<file path="src/rtl/i2c_wb_arbiter.sv">
`default_nettype none
// ============================================================================
// i2c_wb_arbiter : round-robin, cyc-locked two-master WISHBONE arbiter with an
//                  ack watchdog, feeding the single i2c_x12_top slave port.
// Revision 1.0
// ============================================================================
module i2c_wb_arbiter #(
  parameter int ACK_TIMEOUT = 255
) (
  input  logic       clk_i,
  input  logic       rst_i,
  input  logic       m0_cyc_i,
  input  logic       m0_stb_i,
  input  logic       m0_we_i,
  input  logic [6:0] m0_adr_i,
  input  logic [7:0] m0_dat_i,
  output logic [7:0] m0_dat_o,
  output logic       m0_ack_o,
  output logic       m0_err_o,
  input  logic       m1_cyc_i,
  input  logic       m1_stb_i,
  input  logic       m1_we_i,
  input  logic [6:0] m1_adr_i,
  input  logic [7:0] m1_dat_i,
  output logic [7:0] m1_dat_o,
  output logic       m1_ack_o,
  output logic       m1_err_o,
  output logic       s_cyc_o,
  output logic       s_stb_o,
  output logic       s_we_o,
  output logic [6:0] s_adr_o,
  output logic [7:0] s_dat_o,
  input  logic [7:0] s_dat_i,
  input  logic       s_ack_i,
  input  logic       s_err_i,
  output logic [1:0] grant_o,
  output logic       timeout_o
);

  localparam logic [7:0] WD_LIMIT = 8'(ACK_TIMEOUT);

  typedef enum logic [1:0] {
    IDLE  = 2'd0,
    GNT0  = 2'd1,
    GNT1  = 2'd2,
    FLUSH = 2'd3
  } state_t;

  state_t     state_q, state_d;
  logic       last_owner_q, last_owner_d;
  logic [7:0] wd_q, wd_d;
  logic       owned, own_cyc, own_stb, fire;

  always_ff @(posedge clk_i) begin
    if (rst_i) begin
      state_q      <= IDLE;
      last_owner_q <= 1'b1;
      wd_q         <= 8'd0;
    end else begin
      state_q      <= state_d;
      last_owner_q <= last_owner_d;
      wd_q         <= wd_d;
    end
  end

  // The slave's ack/err in the limit cycle wins over the watchdog.
  always_comb begin
    owned   = (state_q == GNT0) || (state_q == GNT1);
    own_cyc = (state_q == GNT1) ? m1_cyc_i : m0_cyc_i;
    own_stb = (state_q == GNT1) ? m1_stb_i : m0_stb_i;
    fire    = owned && own_stb && !s_ack_i && !s_err_i && (wd_q == WD_LIMIT);
  end

  always_comb begin
    state_d      = state_q;
    last_owner_d = last_owner_q;
    wd_d         = 8'd0;
    case (state_q)
      IDLE: begin
        if (m0_cyc_i && m1_cyc_i) state_d = last_owner_q ? GNT0 : GNT1;
        else if (m0_cyc_i)        state_d = GNT0;
        else if (m1_cyc_i)        state_d = GNT1;
      end
      GNT0, GNT1: begin
        if (!own_cyc || fire) begin
          state_d      = FLUSH;
          last_owner_d = (state_q == GNT1);
        end else if (own_stb && !s_ack_i && !s_err_i) begin
          wd_d = wd_q + 8'd1;
        end
      end
      default: state_d = IDLE;
    endcase
  end

  always_comb begin
    s_cyc_o   = 1'b0;
    s_stb_o   = 1'b0;
    s_we_o    = 1'b0;
    s_adr_o   = 7'd0;
    s_dat_o   = 8'd0;
    m0_ack_o  = 1'b0;
    m0_err_o  = 1'b0;
    m0_dat_o  = 8'd0;
    m1_ack_o  = 1'b0;
    m1_err_o  = 1'b0;
    m1_dat_o  = 8'd0;
    grant_o   = {state_q == GNT1, state_q == GNT0};
    timeout_o = fire;
    if (state_q == GNT0) begin
      s_cyc_o  = m0_cyc_i && !fire;
      s_stb_o  = m0_stb_i && !fire;
      s_we_o   = m0_we_i;
      s_adr_o  = m0_adr_i;
      s_dat_o  = m0_dat_i;
      m0_ack_o = s_ack_i;
      m0_err_o = s_err_i || fire;
      m0_dat_o = s_dat_i;
    end else if (state_q == GNT1) begin
      s_cyc_o  = m1_cyc_i && !fire;
      s_stb_o  = m1_stb_i && !fire;
      s_we_o   = m1_we_i;
      s_adr_o  = m1_adr_i;
      s_dat_o  = m1_dat_i;
      m1_ack_o = s_ack_i;
      m1_err_o = s_err_i || fire;
      m1_dat_o = s_dat_i;
    end
  end

endmodule
`default_nettype wire

</file>
<file path="config.mk">
export PLATFORM = sky130hd
export DESIGN_NAME = i2c_wb_arbiter
export DESIGN_NICKNAME = d
export VERILOG_FILES = /design/src/rtl/i2c_wb_arbiter.sv
export SDC_FILE = /design/constraint.sdc
export NUM_CORES = 1
export LEC_CHECK = 0
export CAP_MARGIN = 10
export CORE_ASPECT_RATIO = 1.1
export CORE_MARGIN = 10
export CORE_UTILIZATION = 25
export DETAILED_ROUTE_END_ITERATION = 10
export PLACE_DENSITY_LB_ADDON = 0.25
export SYNTH_ARGS = -nofsm -noshare
export SYNTH_HDL_FRONTEND = slang
export SYNTH_SLANG_ARGS = --single-unit
</file>
<file path="constraint.sdc">
create_clock -name clk_i -period 2.5 [get_ports clk_i]
set_clock_uncertainty 0.05 [all_clocks]
set_input_delay 0.5 -clock clk_i [delete_from_list [all_inputs] [get_ports clk_i]]
set_output_delay 0.5 -clock clk_i [all_outputs]
set_load 0.03 [all_outputs]
</file>
==> impl_metrics.env, run 1 <==
export IMPL_hpwl_mm=4.07
export IMPL_avgSynthCellArea_um2=8.11
export IMPL_synthArstFlopShare_pct=0
export IMPL_switching_share_pct=49.9
export IMPL_wl_per_cell_um=18.8
export IMPL_tritoncts="yes"
export IMPL_max_stage_delay_ns=0.45
export IMPL_endpoint_kind="output pin"
export IMPL_synth_compound_area_share_pct=26.1
export IMPL_max_slew_margin_rel_pct=77.2
export IMPL_p_sw_mw=1.08
export IMPL_stdcell_area_um2=1940
export IMPL_share_seq_of_total_power_pct=10.2
export IMPL_num_vias=1195
export IMPL_worst_slew_pin_slew_ns=0.342
export IMPL_port_buffers=88
export IMPL_synth_area_top_cells="dfxtp_1 23%, a22o_1 15%, and2_1 12%"
export IMPL_num_rows=23
export IMPL_routed_wl_mm=4.82
export IMPL_grt_pass1_vias=1191
export IMPL_nets=260
export IMPL_grt_ovfl_total=0
export IMPL_numCtsBuffers=3
export IMPL_synth_area_leader_cell="dfxtp_1"
export IMPL_p_total_mw=2.17
export IMPL_timing_worst_setup_path_type="flip-flop to output pin"
export IMPL_fp_coreArea_um2=3630
export IMPL_dp_slack_ns=0.192
export IMPL_die_y_um=84.3
export IMPL_clkTransAtPathRegs_ns=0.05
export IMPL_start_util_pct=25.9
export IMPL_antenna_found_initial=0
export IMPL_ctsLongestPathBuffers=2
export IMPL_htreeDepth=1
export IMPL_synth_adder_area_share_pct=6.65
export IMPL_synthSimpleGateAreaFrac_pct=31.8
export IMPL_power_leakage_nw=0.829
export IMPL_die_w_um=78.5
export IMPL_clock_latency_ns=0.24
export IMPL_cts_root_buf="clkbuf_8"
export IMPL_io_pins=89
export IMPL_setup_ws_ns=0.116
export IMPL_path_buf_inv=1
export IMPL_synthCells=116
export IMPL_pwr_share_comb_pct=81.6
export IMPL_min_period_ns=2.38
export IMPL_synth_seq_cells=11
export IMPL_first_pass_iters=4
export IMPL_timing_fmax_mhz=419
export IMPL_ir_drop_uv=599
export IMPL_crit_required_ns=1.95
export IMPL_synth_main_ff_cell="dfxtp_1"
export IMPL_rsz0062_at_grt="false"
export IMPL_insertedDiodeCount=0
export IMPL_synth_mux_area_share_pct=3.32
export IMPL_p_clk_share_pct=8.2
export IMPL_grt_pass1_wl_mm=7.45
export IMPL_die_area_um2=6620
export IMPL_power_density_nw_per_um2=1120
export IMPL_status="finished clean"
export IMPL_ys_seq_area_share_pct=23.4
export IMPL_yosysUniqueCellTypes=36
export IMPL_grt_start_max_net_pins=28
export IMPL_synth_xor_area_share_pct=5.59
export IMPL_critPathArrivalTime_ns=1.83
export IMPL_postRouteAntennaNets=0
export IMPL_min_path_type="flip-flop to flip-flop"
export IMPL_drv_cap=0
export IMPL_drv_slew=0
export IMPL_synth_top_family_by_area="simple AND/OR/NAND/NOR gates"
export IMPL_hold_viol=0
export IMPL_slowest_stage="or3_4"
export IMPL_hp_start="wd_q[0]"
export IMPL_final_setup_viol_count=0
export IMPL_p_int_mw=1.09
export IMPL_reg2reg_from="state_q[0]"
export IMPL_clock_sinks=11
export IMPL_first_iter_violations=89
export IMPL_viasPerCell=4.67
export IMPL_synth_warnings=0
export IMPL_grt_usage_pct=14.3
export IMPL_synth_top_cell_area_share_pct=23.4
export IMPL_synthesis_area_um2=941
export IMPL_syn2layout_area_growth_pct=106
export IMPL_cp_start_kind="flip-flop"
export IMPL_dpl_cell_area_um2=1880
export IMPL_drc=0
export IMPL_drive_gt1_share_pct=28.2
export IMPL_place_congestion=0.818
export IMPL_cp_max_fo=6
export IMPL_synth_edf_count=0
export IMPL_critPathLaunch="wd_q[0]"
export IMPL_crit_family="simple AND/OR/NAND/NOR gates"
export IMPL_worstPathCellList="ha_1, nand3_2, or3_4, nor2_4, o21a_1, buf_4"
export IMPL_synth_fp_nets=169
export IMPL_fin_crit_sh_pct=95.4
## worst reg2reg max path, stage by stage (launching register included)
cell	delay (ns)
dfxtp_1	0.36
inv_1	0.11
ha_4	0.20
mux2_2	0.22
nand3_1	0.14
buf_4	0.19
nor3_1	0.22
nand2_1	0.21
nor2_1	0.15
## synth_stat cells (2+ instances only)
cell      instances
o21a_1            2
mux2i_1           2
xor2_1            4
inv_1             2
and2_1           18
a22o_1           16
nor3_1            2
nor2_1           16
nand2_1           6
xnor2_1           2
nand3_1           3
ha_1              5
clkbuf_1          5
dfxtp_1          11
## cell type report
class / instances / area (µm²)
well taps: 50 / 62.6
multi-input cells: 97 / 703
fillers: 357 / 1690
inverters: 2 / 7.51
flip-flops and latches: 11 / 220
clock buffers: 4 / 45.0
repair buffers: 92 / 901
## power by group through the flow
stage	registers [mW]	logic (mW)	clock network, mW
4_1_cts	0.218	1.77	0.188
2_1_floorplan	0.217	0.995	0
5_1_grt	0.224	1.87	0.195
3_5_place_dp	0.221	1.76	0
3_3_place_gp	0.219	1.75	0
6_report	0.222	1.77	0.177
## layout by cell type (no fill, tap or decap), drive strengths merged, types with 2 or more instances in the layout
master         instances
a22o                  16
and2                  18
and3                   2
buf                   43
clkbuf                 4
clkdlybuf4s50         49
dfxtp                 11
ha                     5
inv                    2
mux2i                  2
nand2                  7
nand3                  4
nor2                  17
nor3                   2
o21a                   2
o21ai                  2
xnor2                  2
xor2                   4
## timing repair
| item | 4_1_cts | 5_1_grt |
|---|---|---|
| hold buffers | 0 | 0 |
| setup buffers | 0 | 0 |
| endpoints found under the setup margin | 0 | 5 |
| resized for setup | 0 | 2 |
## stage by stage
stage	hold WS [ns]	utilization (%)	instances	setup TNS [ns]
3_3_place_gp	0.394	51.9	252	0
5_1_grt	0.452	53.5	256	0
4_1_cts	0.417	53.1	256	0
3_5_place_dp	0.403	51.9	252	0
6_report	0.416	53.5	256	0
2_1_floorplan	0.376	-	116	-0.0300
## path summary, 6_finish.rpt
path | endpoint | slack [ns] | cells after the start
max reg2reg | wd_q[2] | 0.58 | 8
min reg2reg | wd_q[0] | 0.42 | 1
min | wd_q[0] | 0.42 | 1
max | m1_err_o | 0.12 | 6
## layer usage
layer	vias to the layer above	global-route usage, %	wire [µm]
met1	525	18.4	2190
met4	0	4.40	53
li1	590	-	-
met3	5	7.57	700
met2	75	19.8	1870
met5	-	0	0
## sequential cells by signal, summed over array words and instances (netlist names)
register and flops:
last_owner_q 1, state_q 2, wd_q 8
## cell families after synthesis
group	after synthesis
buffers and inverters	8
xor gates and xnor gates	6
and+or+nand+nor	55
AOI/OAI and AO/OA	28
muxes	3
adders and majority gates	5
DFF	11
Note: power is estimated with default switching activity, not from simulation.
==> inputs of run 2 (changes only) <==
Settings changed: ABC_AREA from default to 1, CAP_MARGIN 10 to 20.
==> impl_metrics.env, run 2 <==
export IMPL_max_slew_margin_rel_pct=77.5
export IMPL_worst_slew_pin_slew_ns=0.338
export IMPL_grt_pass1_vias=1198
export IMPL_use_met3_pct=3.45
export IMPL_drc=0
export IMPL_power_density_nw_per_um2=916
export IMPL_synth_area_leader_cell="nand2_1"
export IMPL_grt_start_max_net_pins=33
export IMPL_place_congestion=0.849
export IMPL_synth_area_top_cells="nand2_1 24%, dfxtp_1 21%, nand3_1 11%"
export IMPL_numCtsBuffers=3
export IMPL_cts_setup_buffers=0
export IMPL_num_vias=1409
export IMPL_grt_pass1_wl_mm=6.61
export IMPL_cp_max_fo=16
export IMPL_clock_latency_ns=0.24
export IMPL_tritoncts="yes"
export IMPL_gr_usage_met1_pct=16.1
export IMPL_use_met2_pct=16.2
export IMPL_final_setup_viol_count=0
export IMPL_nFillCells=419
export IMPL_status="finished clean"
export IMPL_timing_worst_setup_path_type="flip-flop to output pin"
export IMPL_ys_seq_area_share_pct=20.6
export IMPL_crit_required_ns=1.95
export IMPL_cts_root_buf="clkbuf_8"
export IMPL_drive_gt1_share_pct=19.0
export IMPL_num_rows=24
export IMPL_drv_cap=0
export IMPL_fp_coreArea_um2=4050
export IMPL_postRouteAntennaNets=0
export IMPL_final_cell_mix="67 x nand2_1, 47 x clkdlybuf4s50_1, 30 x buf_4"
export IMPL_htreeDepth=1
export IMPL_clkTransAtPathRegs_ns=0.05
export IMPL_start_util_pct=26.4
export IMPL_drv_slew=0
export IMPL_synthesis_area_um2=1070
export IMPL_io_pins=89
export IMPL_ctsLongestPathBuffers=2
export IMPL_synth_main_ff_cell="dfxtp_1"
export IMPL_finalHoldWorstSlack_ns=0.393
export IMPL_wl_per_cell_um=14.0
export IMPL_cts_hold_buf=0
export IMPL_first_pass_iters=4
export IMPL_synth_seq_cells=11
export IMPL_min_period_ns=2.39
export IMPL_largest_register="wd_q"
export IMPL_first_iter_violations=62
export IMPL_synthArstFlopShare_pct=0
export IMPL_syn2layout_area_growth_pct=91.1
export IMPL_insertedDiodeCount=0
export IMPL_r2r_slack_ns=0.89
export IMPL_endpoint_kind="output pin"
export IMPL_synth_top_cell_area_share_pct=23.5
export IMPL_antenna_found_initial=0
export IMPL_synth_fp_nets=243
export IMPL_die_w_um=82.4
export IMPL_synth_commonest_cells="67 x nand2_1, 26 x inv_1, 25 x nor2_1"
export IMPL_die_y_um=88.6
export IMPL_mostFrequentLayoutCell="nand2_1"
export IMPL_grt_usage_pct=11.4
export IMPL_nets=333
export IMPL_routed_wl_mm=4.64
export IMPL_ir_drop_uv=392
export IMPL_rsz0062_at_grt="false"
export IMPL_stdcell_area_um2=2040
export IMPL_yosysMostFrequentCell="nand2_1"
export IMPL_yosysUniqueCellTypes=25
export IMPL_busiest_layer="met2"
export IMPL_dpl_cell_area_um2=1950
export IMPL_timing_fmax_mhz=419
export IMPL_largest_reg_flops=8
export IMPL_fin_crit_sh_pct=95.4
export IMPL_viasPerCell=4.26
export IMPL_die_area_um2=7300
export IMPL_avgSynthCellArea_um2=5.63
export IMPL_hpwl_mm=3.75
export IMPL_port_buffers=88
export IMPL_synth_edf_count=0
export IMPL_largestRegisters="wd_q (8), state_q (2), last_owner_q (1)"
export IMPL_hold_viol=0
export IMPL_cp_start_kind="flip-flop"
export IMPL_critPathArrivalTime_ns=1.84
export IMPL_synth_warnings=0
export IMPL_clock_sinks=11
export IMPL_synthCells=190
export IMPL_min_path_type="flip-flop to flip-flop"
export IMPL_grt_ovfl_total=0
export IMPL_power_leakage_nw=1.11
==> run 2: changes by cell type after synthesis, sizes merged, moves of 3 or more <==
cell    before  now
a21oi        1    4
a22o        16    0
and2        18    0
buf          1    7
clkbuf       5    2
inv          2   26
nand2        7   70
nand3        4   25
nor2        17   27
==> run 2: where the power goes <==
part / switching (mW) / total [mW] / internal [mW]
clock: 0.0707 / 0.180 / 0.110
combinational: 0.918 / 1.47 / 0.553
sequential: 0.0217 / 0.223 / 0.201
total: 1.01 / 1.87 / 0.864
==> run 2: layer usage <==
metal  part of all wire [%]  vias to the layer above
met1                     47                      580
met4                   0.78                        0
met3                     14                        3
met5                      0                        -
li1                       -                      758
met2                     38                       68
==> run 2: layout make-up <==
| class | count | area, µm² | area share, % |
|---|---|---|---|
| repair buffers | 94 | 872 | 42.7 |
| multi-input cells | 143 | 736 | 36.0 |
| flip-flops and latches | 11 | 223 | 10.9 |
| inverters | 27 | 103 | 5.02 |
| well taps | 52 | 65.1 | 3.18 |
| clock buffers | 3 | 41.3 | 2.02 |
| clock inverters | 1 | 5.00 | 0.245 |
==> run 2: stage by stage <==
stage | worst slack [ns] | utilization (%) | setup TNS [ns] | power [mW] | std cells
2_1_floorplan | -0.130 | - | -0.254 | 1.12 | 190
3_3_place_gp | 0.115 | 48.2 | 0 | 1.68 | 326
3_5_place_dp | 0.0722 | 48.2 | 0 | 1.68 | 326
4_1_cts | 0.0124 | 48.9 | 0 | 1.80 | 330
5_1_grt | 0.00651 | 50.4 | 0 | 2.02 | 331
6_report | 0.115 | 50.4 | 0 | 1.87 | 331
==> run 2: kinds of logic after synthesis <==
logic type / count (synthesis) / share of synthesized area, %
flip-flops: 11 / 20.6
AND/OR/NAND/NOR: 125 / 50.9
XOR/XNOR: 6 / 4.91
AO/OA/AOI/OAI: 7 / 3.86
adder cells (fa/ha/maj): 5 / 5.85
buffers and inverters: 36 / 13.9
==> run 2: repair_timing <==
item,4_1_cts,5_1_grt
resized for setup,16,8
gates cloned,0,1
setup endpoints to repair,17,3
==> run 2: worst paths after layout <==
check | end | cells after the start | from
max | m1_err_o | 12 | state_q[0]
min | wd_q[0] | 1 | wd_q[0]
max reg2reg | state_q[0] | 12 | state_q[0]
min reg2reg | wd_q[0] | 1 | wd_q[0]
==> run 2: worst max-delay path: stages, from the launching register on <==
cell and delay (ns):
dfxtp_2 0.34, inv_2 0.10, ha_4 0.18, buf_12 0.15, inv_1 0.06, nand2_1 0.07, nand2_2 0.06, nor2_4 0.13
nand2_4 0.09, clkinv_2 0.10, nor2_2 0.05, nor3_2 0.09, buf_4 0.18
==> inputs of run 3 (changes only) <==
Settings changed: TNS_END_PERCENT from default to 5.
==> results of run 3 <==
Final layout, timing and power as in run 2 (identical DEF).
